## config.mk

```make
export PLATFORM = sky130hd
export DESIGN_NAME = som_update_sequencer
export DESIGN_NICKNAME = d
export VERILOG_FILES = /design/src/rtl/som_update_sequencer.sv
export SDC_FILE = /design/constraint.sdc
export NUM_CORES = 1
export LEC_CHECK = 0
export CAP_MARGIN = 20
export CORE_UTILIZATION = 38
export CTS_BUF_LIST = sky130_fd_sc_hd__clkbuf_4
export DETAILED_ROUTE_END_ITERATION = 12
export PLACE_DENSITY = 0.78
export SETUP_SLACK_MARGIN = 0.1
export SLEW_MARGIN = 20
export SYNTH_ARGS = -nofsm -noshare
export SYNTH_HDL_FRONTEND = slang
export SYNTH_SLANG_ARGS = --single-unit
```

## constraint.sdc

```tcl
create_clock -name clk -period 1.6 [get_ports clk]
set_input_delay 0.24 -clock clk [delete_from_list [all_inputs] [get_ports clk]]
set_output_delay 0.24 -clock clk [all_outputs]
set_load 0.01 [all_outputs]
```

## src/rtl/som_update_sequencer.sv

```systemverilog
// ============================================================================
//  Module      : som_update_sequencer
//  Description : Weight-update sequencer for an 8x8 self-organizing map.
//                Latches one winner coordinate per training sample, then
//                sweeps the map column by column. For each column it drives
//                the column index into the neighbourhood-select unit and
//                forwards the returned 16-bit select word to the
//                weight-update datapath over a valid/ready handshake.
//  Options     : SOM_SKIP_FAR_COLS_EN - when defined, only the columns
//                within FAR_DIST of the winner column are swept. When
//                undefined, all eight columns are swept every sample.
//  Revision    : 1.0 - initial release
// ============================================================================
`default_nettype none

module som_update_sequencer #(
    parameter int CNT_W    = 16,
    parameter int FAR_DIST = 2
) (
    input  logic             clk,
    input  logic             rst,
    // winner coordinate from the best-matching-unit search
    input  logic             win_valid,
    output logic             win_ready,
    input  logic [2:0]       win_x,
    input  logic [2:0]       win_y,
    // neighbourhood-select unit
    output logic [2:0]       uss_x_in,
    output logic [2:0]       uss_x_c,
    output logic [2:0]       uss_y_c,
    input  logic [15:0]      uss_sel,
    // weight-update datapath
    output logic             upd_valid,
    input  logic             upd_ready,
    output logic [2:0]       upd_col,
    output logic [15:0]      upd_sel,
    // status
    output logic             busy,
    output logic             done,
    output logic [CNT_W-1:0] sample_cnt
);

    localparam logic [1:0] S_IDLE  = 2'd0;
    localparam logic [1:0] S_LOAD  = 2'd1;
    localparam logic [1:0] S_SWEEP = 2'd2;
    localparam logic [1:0] S_DONE  = 2'd3;

`ifdef SOM_SKIP_FAR_COLS_EN
    localparam bit c_skip_en = 1'b1;
`else
    localparam bit c_skip_en = 1'b0;
`endif

    // Window arithmetic is carried at 5 bits so x_c + FAR_DIST cannot wrap.
    localparam logic [4:0] c_far_dist = 5'(FAR_DIST);
    localparam logic [4:0] c_last_col = 5'd7;

    logic [1:0]       r_state;
    logic [2:0]       r_col;
    logic [2:0]       r_x_c;
    logic [2:0]       r_y_c;
    logic [CNT_W-1:0] r_cnt;

    logic [4:0]       w_xc_ext;
    logic [4:0]       w_win_lo;
    logic [4:0]       w_win_hi;
    logic [2:0]       w_start_col;
    logic [2:0]       w_end_col;

    // Column window derived from the latched winner column; the full map is
    // used unless far-column skipping is built in.
    always_comb begin
        w_xc_ext = {2'b00, r_x_c};
        w_win_lo = (w_xc_ext >= c_far_dist) ? (w_xc_ext - c_far_dist) : 5'd0;
        w_win_hi = w_xc_ext + c_far_dist;
        if (w_win_hi > c_last_col) begin
            w_win_hi = c_last_col;
        end
        if (c_skip_en) begin
            w_start_col = 3'(w_win_lo);
            w_end_col   = 3'(w_win_hi);
        end else begin
            w_start_col = 3'd0;
            w_end_col   = 3'd7;
        end
    end

    // Sample sequencing: accept winner, load start column, sweep, report.
    // The end-column test precedes the increment, so r_col never wraps.
    always_ff @(posedge clk or posedge rst) begin
        if (rst) begin
            r_state <= S_IDLE;
            r_col   <= 3'd0;
            r_x_c   <= 3'd0;
            r_y_c   <= 3'd0;
            r_cnt   <= '0;
        end else begin
            case (r_state)
                S_IDLE: begin
                    if (win_valid) begin
                        r_x_c   <= win_x;
                        r_y_c   <= win_y;
                        r_state <= S_LOAD;
                    end
                end
                S_LOAD: begin
                    r_col   <= w_start_col;
                    r_state <= S_SWEEP;
                end
                S_SWEEP: begin
                    if (upd_ready) begin
                        if (r_col == w_end_col) begin
                            r_state <= S_DONE;
                        end else begin
                            r_col <= r_col + 3'd1;
                        end
                    end
                end
                S_DONE: begin
                    if (r_cnt != {CNT_W{1'b1}}) begin
                        r_cnt <= r_cnt + 1'b1;
                    end
                    r_state <= S_IDLE;
                end
                default: begin
                    r_state <= S_IDLE;
                end
            endcase
        end
    end

    // Status and handshake outputs decode straight from the state register;
    // column and winner coordinates come from registers that hold from LOAD
    // through DONE, so the select word is stable under backpressure.
    assign win_ready  = (r_state == S_IDLE);
    assign upd_valid  = (r_state == S_SWEEP);
    assign busy       = (r_state != S_IDLE);
    assign done       = (r_state == S_DONE);
    assign uss_x_in   = r_col;
    assign uss_x_c    = r_x_c;
    assign uss_y_c    = r_y_c;
    assign upd_col    = r_col;
    assign upd_sel    = uss_sel;
    assign sample_cnt = r_cnt;

endmodule

`default_nettype wire
```

### Word-level counts from Yosys, hierarchy flattened

Index checks and enable logic that the tools add are counted.

* register bits after elaboration: 27
* input bits: 26
* output and inout port bits: 48
* word-level logic and storage cells: 30

* add/subtract/negate cells: 2
* equal/unequal tests: 9
* multiplexer cells: 7
* reduce and logical (&&, ||, !) cells: 7

Operators by type and width (count)
* $add 16x1->16 const B: 1
* $ne 16x16->1 const B: 1
* $pmux 2 s4: 1
* $mux 2: 3
* $mux 3: 2
* $pmux 3 s2: 1
* $reduce_and 3->1: 2
* $eq 2x2->1 const B: 2
* $ne 2x1->1 const B: 2
* $ne 2x2->1 const B: 2
* $reduce_and 2->1: 2
* $reduce_bool 2->1: 2
* $add 3x1->3 const B: 1
* $eq 3x3->1 const B: 1
* $eq 2x1->1 const B: 1
* $logic_not 2->1: 1

### Depth between registers and ports, before layout

* depth after elaboration: 4
* gate-level depth with buffers: 6
* gate-level depth less buffers: 6

### Least setup slack after synthesis

No wires, ideal clock.

* path kind: reg-to-reg
* from: reg r_cnt[0] (netlist: sample_cnt[0])
* to: reg r_cnt[1] (netlist: sample_cnt[1])
* setup time: 125 ps
* data arrival time: 1633 ps
* data required time: 1475 ps
* setup slack: -158 ps
* stages on the path, launching flop included: 5
* buffers on the path: 0
* period minus slack after synthesis: 1758 ps
* cells stage by stage: dfrtp_1 > ha_1 > nand3_1 > o41ai_4 > mux2_4

* longest elaborated chain between the ends: 2
* elaborated cells on any way between the ends: 3
* those cells by class: add/sub: 1; eq/ne: 1; reduce/logical: 1

RTL lines
* start, declared: line 62 `logic [CNT_W-1:0] r_cnt;`
* start signal, assigned: line 121 `r_cnt <= r_cnt + 1'b1;`
* branches (longest 2 deep; another with $add 16x1->16)

Parallel ways; which one is timed is not known.
A chain may end at the register's enable or synchronous reset.

### Worst setup path in the final report

* from: reg r_state[1]
* to: reg r_cnt[13] (netlist: sample_cnt[13])

* longest elaborated chain between the ends: 2

RTL lines
* start, declared: line 58 `logic [1:0] r_state;`
* start signal, assigned: line 92 `r_state <= S_IDLE;`
* start signal, assigned: line 103 `r_state <= S_LOAD;`
* start signal, assigned: line 108 `r_state <= S_SWEEP;`
* $eq 2x2->1: line 98 `case (r_state)`
* $reduce_and 2->1 (no source line)

Every way passes these cells.

==> flow_metrics.env <==
export IMPL_run_status="finished, violations left"
export IMPL_violations="negative setup slack"
export IMPL_worst_ir_drop_vdd_mv=0.910
export IMPL_yosys_most_used_dff="dfrtp_1"
export IMPL_io_pin_count=74
export IMPL_p_total_uw=3420
export IMPL_rsz0062_at_grt="true"
export IMPL_synth_cells=137
export IMPL_routed_via_density=5.04
export IMPL_fin_setup_tns_ns=-0.00894
export IMPL_antenna_cells_inserted=0
export IMPL_synth_fp_nets=171
export IMPL_dr_first_iter_drc_count=79
export IMPL_period_needed_ns=1.60
export IMPL_tritoncts_num_buffers=3
export IMPL_antenna_violating_nets_post_route=0
export IMPL_setup_ws_ns=-0.00413
export IMPL_synth_warnings=0
export IMPL_setup_worst_path_class="reg2reg"
export IMPL_die_area_um2=4340
export IMPL_grt_pass1_wl_mm=6.48
export IMPL_final_hold_viol_count=0
export IMPL_cts_root_buffer_cell="clkbuf_4"
export IMPL_tritoncts="yes"
export IMPL_finalCritPeriodShare_pct=100
export IMPL_post_synth_top_area_fraction_pct=43.6
export IMPL_drt_pre_antenna_iters=6
export IMPL_cp_cell_sequence="buf_6 > ha_4 > and4_4 > nand3_4 > nor4_4 > xor2_1"
export IMPL_timing_hold_worst_class="in2async"
export IMPL_largest_net_degree_at_the_start_of_global_routing=28
export IMPL_synth_enable_flop_cells=0
export IMPL_final_nets=249
export IMPL_pwr_density_cell_nw_per_um2=1310
export IMPL_critPathArrivalTime_ns=1.88
export IMPL_rows=22
export IMPL_setup_viol=3
export IMPL_grt_antenna_before_repair=0
export IMPL_totalWireLength_mm=4.06
export IMPL_buffers_added_on_ports=41
export IMPL_synth_cell_area_um2=1550
export IMPL_ys_ff_latch=27
export IMPL_multi_input_area_um2=962
export IMPL_timing_critical_path_to_type="flop"
export IMPL_worst_clock_skew_ns=0.00821
export IMPL_seq_area_frac_synth_pct=43.6
export IMPL_filler_cell_count=258
export IMPL_coreArea_um2=3800
export IMPL_tightest_slew_ns=0.387
export IMPL_fin_hold_ws_ns=0.237
export IMPL_remaining_drc_errors=0
export IMPL_regArea_um2=694
export IMPL_grt_overflow=0
export IMPL_leakage_uw=0.00135
export IMPL_start_util_pct=40.8
export IMPL_syn_to_final_growth_pct=68.5
export IMPL_die_height_um=65.9
export IMPL_hpwl_mm=2.48
export IMPL_timing_critical_path_required_ns=1.87
export IMPL_htree_levels=1
export IMPL_clk_transition_reported_paths_ns=0.16
export IMPL_maxCapViolations=0
export IMPL_highest_net_fanout_along_the_worst_path=5
export IMPL_global_route_usage_total_pct=20.0
export IMPL_die_width_um=65.9
export IMPL_synthesis_area_per_instance_um2=11.3
export IMPL_numClockSinks=27
export IMPL_synth_top_cell_by_area="dfrtp_1"
export IMPL_pre_cts_slack_ns=-0.00896
export IMPL_maxSlewHeadroom_pct=74.1
export IMPL_max_freq_mhz=623
export IMPL_netlist_top_cells_area="dfrtp_1, buf_4, ha_1"
export IMPL_netlist_cell_type_count=30
export IMPL_maxSlewViolCount=0
export IMPL_post_route_cells_drive_above_1_share_pct=54.7
export IMPL_cp_slowest_cell="dfrtp_1"
export IMPL_placer_congestion=0.881
export IMPL_routed_via_count=1320
export IMPL_finish_cell_count_without_fillers=262
export IMPL_clk_insertion_delay_late_ns=0.33
export IMPL_routedWlPerCell_um=15.5
export IMPL_dpl_cell_count=224
export IMPL_worst_path_largest_cell_delay_ns=0.41
export IMPL_share_of_async_settable_or_async_resettable_flops_after_synthesis_pct=100
export IMPL_first_global_vias=1366
export IMPL_ctsLongestPathBuffers=2
export IMPL_cp_start_kind="flop"
cells in the mapped netlist, types with 2 or more instances:
cell,n
xnor2_1,3
nand2b_1,2
nor4b_1,2
nand2_1,14
mux2_2,6
dfrtp_1,27
xor2_1,10
nand3_4,2
nor3_1,3
nand4_4,2
nor2b_1,2
o21ai_0,8
o41ai_4,2
buf_4,19
nand4_1,2
ha_1,8
nor2_1,5
inv_1,7
nor4_1,2
placed cells by master, fill, tap and decap left out, types with 2 or more instances in the layout:
| cell type | instances |
|---|---|
| dlymetal6s2s_1 | 7 |
| xnor2_1 | 2 |
| clkdlybuf4s50_1 | 9 |
| nor4b_4 | 2 |
| o21ai_1 | 4 |
| xor2_1 | 10 |
| o41ai_4 | 2 |
| nor4_4 | 2 |
| ha_1 | 3 |
| buf_4 | 41 |
| dlygate4sd2_1 | 17 |
| nor2_1 | 4 |
| nor3_2 | 2 |
| nand4_4 | 3 |
| mux2_2 | 6 |
| nand3_4 | 3 |
| clkbuf_4 | 3 |
| buf_6 | 14 |
| nand4_1 | 2 |
| nand2_1 | 12 |
| dfrtp_2 | 15 |
| ha_4 | 5 |
| o21ai_0 | 3 |
| dfrtp_1 | 12 |
| clkdlybuf4s15_1 | 4 |
| nor2b_4 | 2 |
| nor3_4 | 2 |
| inv_1 | 4 |
routing by layer:
metal,wire (µm),track usage [%]
met1,1510,21.6
met2,2280,36.4
met3,182,3.79
met4,76,10.3
met5,0,0
cells by family after synthesis:
logic type | share of synthesized area (%)
flip-flops | 43.6
adder cells (fa/ha/maj) | 6.46
buffers and inverters | 10.9
AO/OA/AOI/OAI | 8.23
XOR/XNOR | 7.34
AND/OR/NAND/NOR | 18.2
multiplexers | 5.33
what timing repair did:
item	in CTS	in global routing
buffers inserted	28	6
resized for setup	71	38
setup endpoints to repair	47	37
hold buffers	0	0
pin swaps	19	15
worst max-delay path: cells and delay by family (launching register included):
kind / cells / cell delay, ns
XOR/XNOR: 1 / 0.16
flip-flops: 1 / 0.41
adder cells (fa/ha/maj): 1 / 0.14
buffers and inverters: 1 / 0.11
AND/OR/NAND/NOR: 3 / 0.71
metrics by stage:
| step | instance area [µm²] | utilization (%) |
|---|---|---|
| after floorplan | 1620 | - |
| after global placement | 2080 | 54.7 |
| after detailed placement | 2080 | 54.7 |
| after CTS | 2450 | 64.5 |
| after global routing | 2610 | 68.8 |
| final | 2610 | 68.8 |
worst paths after layout:
| kind | from | to | slack [ns] | depth (start not counted) |
|---|---|---|---|---|
| setup / recovery | r_state[1] | sample_cnt[13] | -0.004 | 6 |
| hold / removal | rst | sample_cnt[15] | 0.24 | 3 |
| setup reg to reg | r_state[1] | sample_cnt[13] | -0.004 | 6 |
| hold reg to reg | uss_x_c[2] | uss_x_c[2] | 0.52 | 1 |
| max in group asynchronous | rst | sample_cnt[0] | 1.08 | 3 |
| min in group clk | uss_sel[8] | upd_sel[8] | 0.48 | 0 |
state kept, by name (all words and copies together), names as in the netlist:
signal	flops
sample_cnt	16
uss_x_c	3
uss_y_c	3
r_state	2
upd_col	3
area by class of cell:
cell class / count / share of cell area, %
Inverter: 7 / 1.29
Clock buffer: 3 / 0.862
Tap cell: 48 / 2.30
Clock inverter: 1 / 0.287
Multi-Input combinational cell: 84 / 36.8
Sequential cell: 27 / 26.6
Timing Repair Buffer: 92 / 31.8
power breakdown:
part           switching [µW]  internal [µW]
clock                     215           95.8
sequential                133            876
combinational             901           1190
total                    1250           2170
Power figures use the tool's default switching activity.
==> patch, RTL diff (same settings) <==
Make the reset (`rst`) synchronous in one clocked block.
--- a/src/rtl/som_update_sequencer.sv
+++ b/src/rtl/som_update_sequencer.sv
@@ -88,5 +88,5 @@
     // Sample sequencing: accept winner, load start column, sweep, report.
     // The end-column test precedes the increment, so r_col never wraps.
-    always_ff @(posedge clk or posedge rst) begin
+    always_ff @(posedge clk) begin
         if (rst) begin
             r_state <= S_IDLE;
Formal check against the unedited RTL: differs if rst is asserted again (counterexample within 4 cycles, from zero or initial values and one cycle with rst high); with rst held inactive, the same outputs for 10 cycles.
==> patch against the original RTL <==
The flow still finishes with violations (setup timing); worst setup slack worse by 110 ps; total power fell by 31%; wire length increased by 13%; non-clock buffer count down 3; synthesized area fell by 1.4%; final area is 1.2% lower; sequential cell count unchanged; utilization is 0.33 points lower; global-route usage grew 0.81 points.
==> patch: results (changes against the original RTL) <==
The tools report the standby leakage power as 1.25 nW (-7.1%). The portion of the post-synthesis area used by sequential elements came out at 35.4% (-8.2 points). TritonCTS buffer count: 3 (unchanged). The last weighted congestion value of the routability-driven placer is 0.800 (-9.1%), and the register bit total from synthesis is 27 (unchanged). Endpoint of the worst hold path: uss_y_c[2]. The setup slack of the critical path after layout came out at -112 ps (-108 ps). The number of hold-slack violations in the final timing report was 0 (unchanged); the final routed wire length divided by cell count was 15.4 um (-0.83%). The run gives 1 (unchanged) as the H-tree level count. The worst hold path passes through 3 cells. The largest fanout on the critical path came out at 3 (-2). After synthesis, the most frequently instantiated cells are 27 x sky130_fd_sc_hd__dfxtp_1, 19 x sky130_fd_sc_hd__buf_4, 15 x sky130_fd_sc_hd__nor2_1. The share of synthesized registers carrying an async set or reset is 0% (-100 points), and the deepest clock path buffer count is 2 (unchanged). The total nets after synthesis is 216 (+26%), and the violation count after the first detailed-route iteration is 125 (+58%). Clock edge transition at the registers on the reported setup and hold paths: 160 ps (about the same). The net count reported at finish was 285 (+14%).

The source of the worst register-to-register timing path is r_state[0]. The number of global-route vias before repair was 1493 (+9.3%). The total setup violations reported at the end of the flow was 8 (+5). The delay of the slowest cell on the worst path came out at 390 ps (-20 ps). The number of distinct library cells after synthesis was 40 (+33%); the clock network latency to the later pin of the worst-skew pair was 350 ps (+20 ps).

The total vias in the final route was 1592 (+21%). The proportion of layout cells with a drive suffix above 1 was 48.0% (-6.7 points). The number of antenna violations at the first check in global routing was 0 (unchanged).

Ranked by total cell area, the synthesized netlist is headed by sky130_fd_sc_hd__dfxtp_1 35%, sky130_fd_sc_hd__buf_4 9.3%, sky130_fd_sc_hd__ha_1 6.5%, sky130_fd_sc_hd__a21oi_1 4.3%, sky130_fd_sc_hd__nor2_1 3.7%. The count of cells along the worst register-to-register path is 7 (+1). Clock root buffer: sky130_fd_sc_hd__clkbuf_4. The tools report the largest net degree at the start of global routing as 35 (+25%). The number of flip-flops under the largest register name works out to 16 (unchanged).

The headroom to the max-slew limit came out at 72.6% (-1.5 points). The final reports fail on setup timing. Cell with the biggest individual delay on the critical path: sky130_fd_sc_hd__dfxtp_4. The total of buffers placed on input and output ports is 41 (unchanged), and the largest voltage drop on the vdd net is 0.738 mV (-19%).

The global-route wire length before repair is 6.85 mm (+5.7%). The pre-CTS setup slack came out at -23.2 ps (-14.3 ps). The number of search-and-repair iterations in the first detailed-routing pass is 4 (-2). The tools report the worst clock skew as 8.54 ps (+0.334 ps). The run finished, with violations left.

The tools report the endpoint arrival time on the critical path as 1980 ps (+100 ps). The run gives 2.67 mm (+7.7%) as the half-perimeter wire length after detailed placement. The tools report the start point of the worst min-delay path as win_y[2]. Antenna diode instance count: 0 (unchanged). The tools report the number of warnings issued by yosys as 0 (unchanged).

The worst register-to-register path ends at r_state[0]. The min-delay analysis places its worst path in the category in2reg. Global-route usage over all layers: 20.8% (+0.81 points).
-- patch: cell types whose count changed after synthesis, sizes merged, moves of 8 or more --
| cell | before | now |
|---|---|---|
| a21oi | 0 | 13 |
| dfrtp | 27 | 0 |
| dfxtp | 0 | 27 |
| nand3 | 3 | 11 |
| nor2 | 5 | 15 |
| xor2 | 10 | 0 |
-- patch: area by class of cell --
class | instances | area (um^2)
clock buffer | 3 | 22.5
clock inverter | 1 | 8.76
fill | 283 | 1190
inverter | 7 | 30.0
multi-input combinational | 123 | 1060
sequential | 27 | 582
tap | 48 | 60.1
timing repair buffer | 89 | 821
-- patch: power breakdown --
part | internal, W | switching [W] | total, W
Clock | 0.000103 | 0.000227 | 0.000329
Sequential | 0.000747 | 0.0000425 | 0.000790
Combinational | 0.000674 | 0.000569 | 0.00124
-- patch: metal layers --
| layer | global-route usage (%) | routed length, um |
|---|---|---|
| met5 | 0 | 0 |
| met4 | 10.3 | 175 |
| met3 | 2.95 | 217 |
| met2 | 35.4 | 2270 |
| met1 | 25.3 | 1910 |
-- patch: cells by family after synthesis --
| family | count (synthesis) | synth area share [%] |
|---|---|---|
| AND/OR/NAND/NOR | 76 | 26.7 |
| AO/OA/AOI/OAI | 31 | 12.7 |
| buffers and inverters | 32 | 12.6 |
| adder cells (fa/ha/maj) | 8 | 6.55 |
| multiplexers | 8 | 6.14 |
| flip-flops | 27 | 35.4 |
-- patch: worst max-delay path: cells and delay by family, from the launching register on --
family	cells	cell delay, ps
DFF	1	390
and+or+nand+nor	2	360
adders and majority gates	1	210
AOI/OAI and AO/OA	1	270
buffers and inverters	3	410
-- patch: through the flow --
step | TNS (ps) | util, % | hold WS, ps | cell area [um^2] | instances
final | -310 | 68.4 | 432 | 2580 | 298
after global routing | -1010 | 68.4 | 405 | 2580 | 298
after CTS | -56.4 | 64.0 | 437 | 2410 | 292
after detailed placement | -33.1 | 57.9 | 447 | 2180 | 280
after global placement | -1.57 | 57.9 | 442 | 2180 | 280
after floorplan | -110 | - | 388 | 1610 | 182
-- patch: how the worst max path moves through the flow --
stage,start,to,slack [ps]
global placement,sample_cnt[1],sample_cnt[3],-2
detailed placement,sample_cnt[1],sample_cnt[3],-20
CTS,sample_cnt[0],sample_cnt[3],-30
floorplan,sample_cnt[1],sample_cnt[3],-70
finish,r_state[0],r_state[0],-110
global route,r_state[0],r_state[0],-170
-- patch: what timing repair did --
item | 4_1_cts | 5_1_grt
setup endpoints to repair | 40 | 38
setup buffers | 8 | 7
gates resized for setup | 81 | 35
pin swaps | 16 | 12
